File: config.mk
export PLATFORM = sky130hd
export DESIGN_NAME = vpp_meter_flat
export DESIGN_NICKNAME = d
export VERILOG_FILES = /design/src/rtl/vpp_meter_if.sv /design/src/rtl/vpp_meter.sv /design/src/flat_wrapper.sv
export SDC_FILE = /design/constraint.sdc
export NUM_CORES = 1
export LEC_CHECK = 0
export CORE_MARGIN = 2
export CORE_UTILIZATION = 59
export CTS_BUF_LIST = sky130_fd_sc_hd__clkbuf_4
export DETAILED_ROUTE_END_ITERATION = 12
export PLACE_DENSITY = 0.83
export SLEW_MARGIN = 20
export SYNTH_ARGS = -nofsm -noshare
export SYNTH_HDL_FRONTEND = slang
export SYNTH_SLANG_ARGS = --single-unit
File: constraint.sdc
create_clock -name clk -period 4.79 [get_ports clk]
set_input_delay 0.958 -clock clk [delete_from_list [all_inputs] [get_ports clk]]
set_output_delay 0.958 -clock clk [all_outputs]
set_load 0.05 [all_outputs]
File: src/rtl/vpp_meter_if.sv
// vpp_meter_if: groups the measurement enable, the peak pair from the cycle
// FIFO stage and the averaged results of the peak-to-peak meter.
//   en       measurement enable (level)
//   max_in   peak maximum, 8 bits
//   min_in   peak minimum, 8 bits
//   vpp      averaged max-min, 8 bits
//   vpp_bcd  vpp as 3-digit BCD, hundreds in [11:8]
//   mid      averaged midpoint (zero unless VPP_METER_OFFSET_EN is defined)
//   valid    one-cycle pulse when the results update
//   err      a sample was discarded in the batch behind the results
// master: the side that drives enable/peaks and reads results (testbench).
// slave:  the meter itself.
interface vpp_meter_if;
  logic        en;
  logic [7:0]  max_in;
  logic [7:0]  min_in;
  logic [7:0]  vpp;
  logic [11:0] vpp_bcd;
  logic [7:0]  mid;
  logic        valid;
  logic        err;

  modport master (
    output en, max_in, min_in,
    input  vpp, vpp_bcd, mid, valid, err
  );

  modport slave (
    input  en, max_in, min_in,
    output vpp, vpp_bcd, mid, valid, err
  );
endinterface

File: src/rtl/vpp_meter.sv
// vpp_meter: periodically samples the max/min peak pair, averages
// 2^AVG_LOG2 peak-to-peak readings, converts the average to 3-digit BCD
// and flags batches in which a sample had min > max.
// Parameters:
//   SAMPLE_DIV  cycles spent waiting between samples (>= 2)
//   AVG_LOG2    log2 of samples per averaged result (1..6)
// Ports:
//   clk   system clock
//   rst   synchronous active-high reset
//   bus   vpp_meter_if.slave (en, max_in, min_in in; vpp, vpp_bcd, mid,
//         valid, err out; all outputs registered)
// Build option:
//   VPP_METER_OFFSET_EN  when defined, the midpoint accumulator is built
//                        and mid carries the averaged (max+min)/2;
//                        otherwise mid is held at zero.
module vpp_meter #(
  parameter int SAMPLE_DIV = 1000000,
  parameter int AVG_LOG2   = 3
) (
  input  logic      clk,
  input  logic      rst,
  vpp_meter_if.slave bus
);

  localparam int TW    = $clog2(SAMPLE_DIV);
  localparam int ACC_W = 8 + AVG_LOG2;
  localparam int N_W   = AVG_LOG2 + 1;
  localparam logic [TW-1:0]  TIMER_LAST = TW'(SAMPLE_DIV - 1);
  localparam logic [N_W-1:0] N_LAST     = N_W'((1 << AVG_LOG2) - 1);

  typedef enum logic [2:0] {
    IDLE   = 3'd0,
    WAIT   = 3'd1,
    SAMPLE = 3'd2,
    AVG    = 3'd3,
    CONV   = 3'd4,
    DONE   = 3'd5
  } state_t;

  state_t           state_r;
  logic [TW-1:0]    timer_r;
  logic [ACC_W-1:0] acc_r;
  logic [N_W-1:0]   n_r;
  logic             disc_r;
  logic [7:0]       vpp_avg_r;
  logic [19:0]      dd_r;      // {hundreds, tens, units, binary}
  logic [2:0]       cnt_r;
  logic [7:0]       vpp_r;
  logic [11:0]      bcd_r;
  logic             valid_r;
  logic             err_r;
  logic [19:0]      dd_next_s;

`ifdef VPP_METER_OFFSET_EN
  logic [ACC_W:0]   macc_r;
  logic [7:0]       mid_avg_r;
  logic [7:0]       mid_r;
`endif

  // One double-dabble step: correct each BCD digit >= 5, then shift left.
  // The hundreds digit never exceeds 2 for an 8-bit input, so it cannot carry out.
  function automatic logic [19:0] dd_step(input logic [19:0] s);
    logic [19:0] t;
    t = s;
    for (int i = 0; i < 3; i++) begin
      if (t[8 + 4*i +: 4] >= 4'd5) begin
        t[8 + 4*i +: 4] = t[8 + 4*i +: 4] + 4'd3;
      end
    end
    return {t[18:0], 1'b0};
  endfunction

  assign dd_next_s = dd_step(dd_r);

  // Measurement sequencer: sampling, accumulation, averaging, BCD conversion.
  always_ff @(posedge clk) begin
    if (rst) begin
      state_r   <= IDLE;
      timer_r   <= '0;
      acc_r     <= '0;
      n_r       <= '0;
      disc_r    <= 1'b0;
      vpp_avg_r <= 8'd0;
      dd_r      <= 20'd0;
      cnt_r     <= 3'd0;
      vpp_r     <= 8'd0;
      bcd_r     <= 12'd0;
      valid_r   <= 1'b0;
      err_r     <= 1'b0;
`ifdef VPP_METER_OFFSET_EN
      macc_r    <= '0;
      mid_avg_r <= 8'd0;
      mid_r     <= 8'd0;
`endif
    end else begin
      valid_r <= 1'b0;
      case (state_r)
        IDLE: begin
          // Clearing here also discards any batch abandoned by en=0.
          timer_r <= '0;
          acc_r   <= '0;
          n_r     <= '0;
          disc_r  <= 1'b0;
`ifdef VPP_METER_OFFSET_EN
          macc_r  <= '0;
`endif
          state_r <= bus.en ? WAIT : IDLE;
        end
        WAIT: begin
          if (!bus.en) begin
            state_r <= IDLE;
          end else if (timer_r == TIMER_LAST) begin
            timer_r <= '0;
            state_r <= SAMPLE;
          end else begin
            timer_r <= timer_r + 1'b1;
          end
        end
        SAMPLE: begin
          timer_r <= '0;
          if (bus.max_in >= bus.min_in) begin
            acc_r   <= acc_r + ACC_W'(bus.max_in - bus.min_in);
`ifdef VPP_METER_OFFSET_EN
            macc_r  <= macc_r + (ACC_W + 1)'({1'b0, bus.max_in} + {1'b0, bus.min_in});
`endif
            n_r     <= n_r + 1'b1;
            state_r <= (n_r == N_LAST) ? AVG : WAIT;
          end else begin
            disc_r  <= 1'b1;
            state_r <= WAIT;
          end
        end
        AVG: begin
          // Truncating divide by 2^AVG_LOG2 is a plain bit selection.
          vpp_avg_r <= acc_r[AVG_LOG2 +: 8];
          dd_r      <= {12'd0, acc_r[AVG_LOG2 +: 8]};
`ifdef VPP_METER_OFFSET_EN
          mid_avg_r <= macc_r[AVG_LOG2 + 1 +: 8];
`endif
          cnt_r     <= 3'd0;
          state_r   <= CONV;
        end
        CONV: begin
          dd_r  <= dd_next_s;
          cnt_r <= cnt_r + 3'd1;
          if (cnt_r == 3'd7) begin
            // Results are loaded on the final shift so they are visible in DONE.
            vpp_r   <= vpp_avg_r;
            bcd_r   <= dd_next_s[19:8];
            err_r   <= disc_r;
`ifdef VPP_METER_OFFSET_EN
            mid_r   <= mid_avg_r;
`endif
            valid_r <= 1'b1;
            state_r <= DONE;
          end
        end
        DONE: begin
          acc_r   <= '0;
          n_r     <= '0;
          disc_r  <= 1'b0;
          timer_r <= '0;
`ifdef VPP_METER_OFFSET_EN
          macc_r  <= '0;
`endif
          state_r <= bus.en ? WAIT : IDLE;
        end
        default: begin
          state_r <= IDLE;
        end
      endcase
    end
  end

  assign bus.vpp     = vpp_r;
  assign bus.vpp_bcd = bcd_r;
  assign bus.valid   = valid_r;
  assign bus.err     = err_r;
`ifdef VPP_METER_OFFSET_EN
  assign bus.mid     = mid_r;
`else
  assign bus.mid     = 8'd0;
`endif

endmodule

File: src/flat_wrapper.sv
// flat-port wrapper written by rule: the top's interface ports become plain ports
module vpp_meter_flat 
#(
  parameter int SAMPLE_DIV = 1000000,
  parameter int AVG_LOG2   = 3
)
  (clk, rst, bus_en, bus_max_in, bus_min_in, bus_vpp, bus_vpp_bcd, bus_mid, bus_valid, bus_err);
  vpp_meter_if bus_i ();
  input  logic clk;
  input  logic rst;
  input wire logic [$bits(bus_i.en)-1:0] bus_en;
  input wire logic [$bits(bus_i.max_in)-1:0] bus_max_in;
  input wire logic [$bits(bus_i.min_in)-1:0] bus_min_in;
  output wire logic [$bits(bus_i.vpp)-1:0] bus_vpp;
  output wire logic [$bits(bus_i.vpp_bcd)-1:0] bus_vpp_bcd;
  output wire logic [$bits(bus_i.mid)-1:0] bus_mid;
  output wire logic [$bits(bus_i.valid)-1:0] bus_valid;
  output wire logic [$bits(bus_i.err)-1:0] bus_err;
  assign bus_i.en = bus_en;
  assign bus_i.max_in = bus_max_in;
  assign bus_i.min_in = bus_min_in;
  assign bus_vpp = bus_i.vpp;
  assign bus_vpp_bcd = bus_i.vpp_bcd;
  assign bus_mid = bus_i.mid;
  assign bus_valid = bus_i.valid;
  assign bus_err = bus_i.err;
  vpp_meter #(.SAMPLE_DIV(SAMPLE_DIV), .AVG_LOG2(AVG_LOG2)) u_core (.clk(clk), .rst(rst), .bus(bus_i));
endmodule
# After elaboration in Yosys (flattened, before gate mapping)
# Index checks and enable logic that the tools add are counted.
# op_classes
n_eq_ne	13
order_cmp	4
n_bitwise	1
reduce_logical	12
add_sub_neg	8
mux	22
# ops
operator	count
$pmux 20 s2	2
$mux 20	2
$pmux 11 s2	1
$add 20x1->20 const B	1
$eq 20x20->1 const B	1
$mux 3	5
$pmux 3 s5	1
$ge 4x3->1 const B	3
$mux 4	3
$add 11x11->11	1
$mux 11	1
$reduce_and 2->1	5
$eq 3x3->1 const B	3
$sub 8x8->9	1
$add 4x2->4 const B	2
$ge 8x8->1	1
$pmux 4 s2	1
$eq 3x2->1 const B	2
$pmux 3 s2	1
$reduce_bool 2->1	3
$add 4x1->4 const B	1
$eq 4x3->1 const B	1
$ne 2x1->1 const B	2
$ne 2x2->1 const B	2
other kinds (11)	14
# word_totals
out_inout_bits	30
regBits	92
in_bits	19

# Logic depth before layout (Yosys ltp)
# depth
ltp_word	4
ltp_mapped	15
ltp_nobuf	15

# Least setup slack after synthesis
# No wires, ideal clock.
# synth_timing
path_type	input to register
startpoint	in bus_min_in[3]
endpoint	reg u_core.acc_r[10]
arrival_time_ns	3.498
setup_time_ns	0.133
cell_stages	14
required_time_ns	4.657
setup_slack_ns	1.159
cell_sequence	inv_1 > ha_1 > a21o_1 > a21oi_1 > o21ai_0 > a21o_1 > a21oi_1 > xnor2_1 > ha_1 > a21o_1 > a211o_1 > o22ai_1 > mux2i_1 > o311ai_1
# synth_between
elab_chain_cells	4
word_cells_on_any_way	7
classes_between	add/sub (2); order compare (1); eq/ne (1); mux (2); reduce/logical (1)
# synth_lines
item	line	rtl
from (decl)	flat_wrapper.sv:13	input wire logic [$bits(bus_i.min_in)-1:0] bus_min_in;
$sub 8x8->9	vpp_meter.sv:122	acc_r <= acc_r + ACC_W'(bus.max_in - bus.min_in);
$add 11x11->11	vpp_meter.sv:122	
$mux 11	vpp_meter.sv:121	if (bus.max_in >= bus.min_in) begin
$pmux 11 s2	vpp_meter.sv:97	case (state_r)
to (signal assigned)	vpp_meter.sv:122	
to (decl)	vpp_meter.sv:42	logic [ACC_W-1:0] acc_r;
# Parallel ways exist; a longest one is shown, timed or not. The select of a mux whose other input is x is not followed.
# A chain may end at the register's enable or synchronous reset.

# Worst setup path in the final report
# Same ends and word-level chain as after synthesis.

==> flow_summary.ini <==
[timing]
tns_ns = 0
rsz_0062_raised_after_global_routing = no
worst_pin_slew_ns = 0.838
finalCriticalPeriod_ns = 3.89
worst_slew_margin_rel_pct = 44.1
maxSlewViolCount = 0
hold_viol = 0
setup_violations = 0
max_freq_ghz = 0.257
fin_skew_ns = 0.0178
final_worst_path_cycle_share_pct = 81.3

[clock_network]
clk_path_buf_depth = 2
htreeDepth = 3
clk_pin_slew_ns = 0.15
cts-hold-fix-buffers = 0
cts_inserted_buffers = 9
worstSkewPairLatency_ns = 0.44
post_cts.repair.setup_buffers = 0
cts_sinks = 92
cts_tree = yes
cts.repair.resized = 0
ctsRootBufferMaster = sky130_fd_sc_hd__clkbuf_4

[logic_synthesis]
number_of_warning_messages_in_the_yosys_log = 0
postSynthCellCount = 601
synthDominantAreaCellType = sky130_fd_sc_hd__dfxtp_1
synth.avg_cell_area_um2 = 8.07
prevailing_post_synth_register_cell = sky130_fd_sc_hd__dfxtp_1
synth.cell_area_um2 = 4850
post_synth_most_frequent_cells = sky130_fd_sc_hd__nand2_1 (97), sky130_fd_sc_hd__dfxtp_1 (92), sky130_fd_sc_hd__a21oi_1 (63)
yosysMostFrequentCell = sky130_fd_sc_hd__nand2_1
synth.ff_latch_count = 92
ys_types = 54
number_of_enable_flip_flop_cells_after_synthesis = 0
ys_async_sr_fraction_pct = 0
synthTopCellsByArea = sky130_fd_sc_hd__dfxtp_1 (38%), sky130_fd_sc_hd__nand2_1 (7.5%), sky130_fd_sc_hd__ha_1 (7.5%), sky130_fd_sc_hd__a21oi_1 (6.5%), sky130_fd_sc_hd__nor2_1 (3.6%)
share_of_synthesized_area_occupied_by_flip_flops_and_latches_pct = 38.0
yosysTopAreaCellShare_pct = 38.0

[worst_hold_path]
min_path_type = reg2reg

[global_routing]
grt-busiest-layer = met2
groute.layer.met2.usage_pct = 40.5
globalRouteMet1Util_pct = 29.0
antenna_found_initial = 0
use_met3_pct = 3.19
first_global_vias = 3893
grt_pass1_wl_mm = 16.8
grt-ovfl-total = 0
pin_count_of_the_biggest_net_entering_global_routing = 44
groute.usage.overall_pct = 23.0

[die]
rows = 33
floorplan.io_pins = 49
initial_core_util_pct = 59.9
die_area_um2 = 8960
die_height_um = 94.7
core_region_um2 = 8090
die_width_um = 94.7

[detailed_routing]
detailedRoute.firstIterationViolations = 192
wl_per_cell_um = 13.4
postRouteAntennaNets = 0
drcViolationCount = 0
vias = 4172
drt-vias-per-instance = 5.65
postRouteWirelength_mm = 9.92
drtPass1Iterations = 5

[layout]
layout-drive-gt1-share_pct = 3.79
area.growth.synth_to_final_pct = 10.8
antenna-diode-count = 0
finish.net_count = 679
nFillCells = 710

[place]
dp_hpwl_mm = 7.21
port_buffers = 40
final_wtd_congestion = 0.849

[pwr]
psw_uw = 382
internal_power_uw = 950
power.sequential.fraction_pct = 58.0
powerDensity_nw_per_um2 = 248
power_switching_share_pct = 28.7
total_leakage_power_nw = 1.98
clock_power_share_pct = 28.3
vdd_ir_drop_max_v = 0.000151
power_frac_comb_pct = 13.8
design_power_total_mw = 1.33

[critical_path]
cp.required_ns = 5.11
cp_max_fo = 6
setup.reg_to_reg.worst_slack_ns = 2.25
worstSetupEndpointType = flip-flop
criticalPathCategory = in2reg
worst_ep_arrival_time_ns = 4.21
critical_path.startpoint_type = input port

[status]
run_status = finished clean

[job]
cap_viol_max_count = 0
==> stage by stage <==
| step | cells | worst slack [ns] | area, um^2 | util (%) | hold slack (ns) |
|---|---|---|---|---|---|
| after global routing | 739 | 0.612 | 5370 | 66.4 | 0.481 |
| after detailed placement | 723 | 0.456 | 5260 | 65.0 | 0.445 |
| after floorplan | 608 | 1.16 | 4870 | - | 0.431 |
| after global placement | 723 | 0.556 | 5260 | 65.0 | 0.440 |
| after CTS | 739 | 0.927 | 5370 | 66.4 | 0.465 |
| final | 739 | 0.898 | 5370 | 66.4 | 0.463 |
==> path summary, 6_finish.rpt <==
path | startpoint | to | cells after the start
worst max-delay path | bus_min_in[3] | u_core.acc_r[10] | 15
worst min-delay path | u_core.bus.vpp_bcd[1] | u_core.bus.vpp_bcd[1] | 2
worst max register to register | u_core.state_r[2] | u_core.bus.vpp_bcd[7] | 6
worst min register to register | u_core.bus.vpp_bcd[1] | u_core.bus.vpp_bcd[1] | 2
==> routing by layer <==
layer / up-vias / routed length, um / share of wire, %
li1: 2120 / - / -
met1: 1946 / 4630 / 47
met2: 94 / 4780 / 48
met3: 12 / 390 / 3.9
met4: 0 / 116 / 1.2
met5: - / 0 / 0
==> state kept, by name, summed over array words and instances (netlist names) <==
register / count
u_core.bus.vpp_bcd: 12
u_core.bus.valid: 1
u_core.n_r: 4
u_core.vpp_avg_r: 8
u_core.dd_r: 20
u_core.cnt_r: 3
u_core.acc_r: 11
u_core.state_r: 3
u_core.bus.err: 1
u_core.bus.vpp: 8
u_core.disc_r: 1
u_core.timer_r: 20
==> area by class of cell <==
cell class / instances / area [um^2] / share of cell area [%]
Clock buffer: 10 / 75.1 / 1.40
Inverter: 23 / 86.3 / 1.61
Timing Repair Buffer: 43 / 418 / 7.78
Clock inverter: 6 / 40.0 / 0.745
Tap cell: 105 / 131 / 2.45
Sequential cell: 92 / 1840 / 34.3
Multi-Input combinational cell: 460 / 2780 / 51.7
==> worst max-delay path, stage by stage <==
cell and delay (ns):
sky130_fd_sc_hd__clkdlybuf4s50_1 0.46, sky130_fd_sc_hd__inv_1 0.04, sky130_fd_sc_hd__ha_1 0.36, sky130_fd_sc_hd__a21o_1 0.19, sky130_fd_sc_hd__a21oi_1 0.21, sky130_fd_sc_hd__o21ai_0 0.12
sky130_fd_sc_hd__a21o_1 0.18, sky130_fd_sc_hd__a21oi_1 0.17, sky130_fd_sc_hd__xnor2_1 0.14, sky130_fd_sc_hd__ha_1 0.30, sky130_fd_sc_hd__a21o_1 0.20, sky130_fd_sc_hd__a211o_1 0.29
sky130_fd_sc_hd__o22ai_1 0.27, sky130_fd_sc_hd__mux2i_1 0.23, sky130_fd_sc_hd__o311ai_1 0.11
==> kinds of logic after synthesis <==
family / after synthesis / synth area share (%)
muxes: 5 / 1.06
adders and majority gates: 31 / 8.31
other: 1 / 0.0773
DFF: 92 / 38.0
AOI/OAI and AO/OA: 139 / 17.4
buffers and inverters: 56 / 5.24
xor gates and xnor gates: 33 / 5.96
and+or+nand+nor: 244 / 23.9
==> power by group through the flow <==
stage	Clock [mW]	Combinational, mW	Sequential, mW
after floorplan	0	0.148	0.786
after global placement	0	0.175	0.789
after CTS	0.387	0.183	0.772
after global routing	0.410	0.204	0.773
final	0.376	0.183	0.772
after detailed placement	0	0.181	0.789
==> layout by cell type, fill, tap and decap left out, drive strengths merged, types with 6 or more instances in the layout <==
master | netlist | final
a21o | 7 | 7
a21oi | 63 | 63
a22oi | 11 | 11
a31oi | 10 | 10
and3 | 7 | 7
clkbuf | 19 | 10
clkdlybuf4s50 | 0 | 39
conb | 1 | 8
dfxtp | 92 | 92
ha | 29 | 29
inv | 23 | 24
nand2 | 97 | 97
nand2b | 11 | 11
nand3 | 25 | 25
nand4 | 6 | 6
nor2 | 48 | 48
nor2b | 9 | 9
nor3 | 17 | 17
nor3b | 6 | 6
o21a | 6 | 6
o21ai | 18 | 18
xnor2 | 16 | 16
xor2 | 17 | 17
Power figures use the tool's default switching activity.
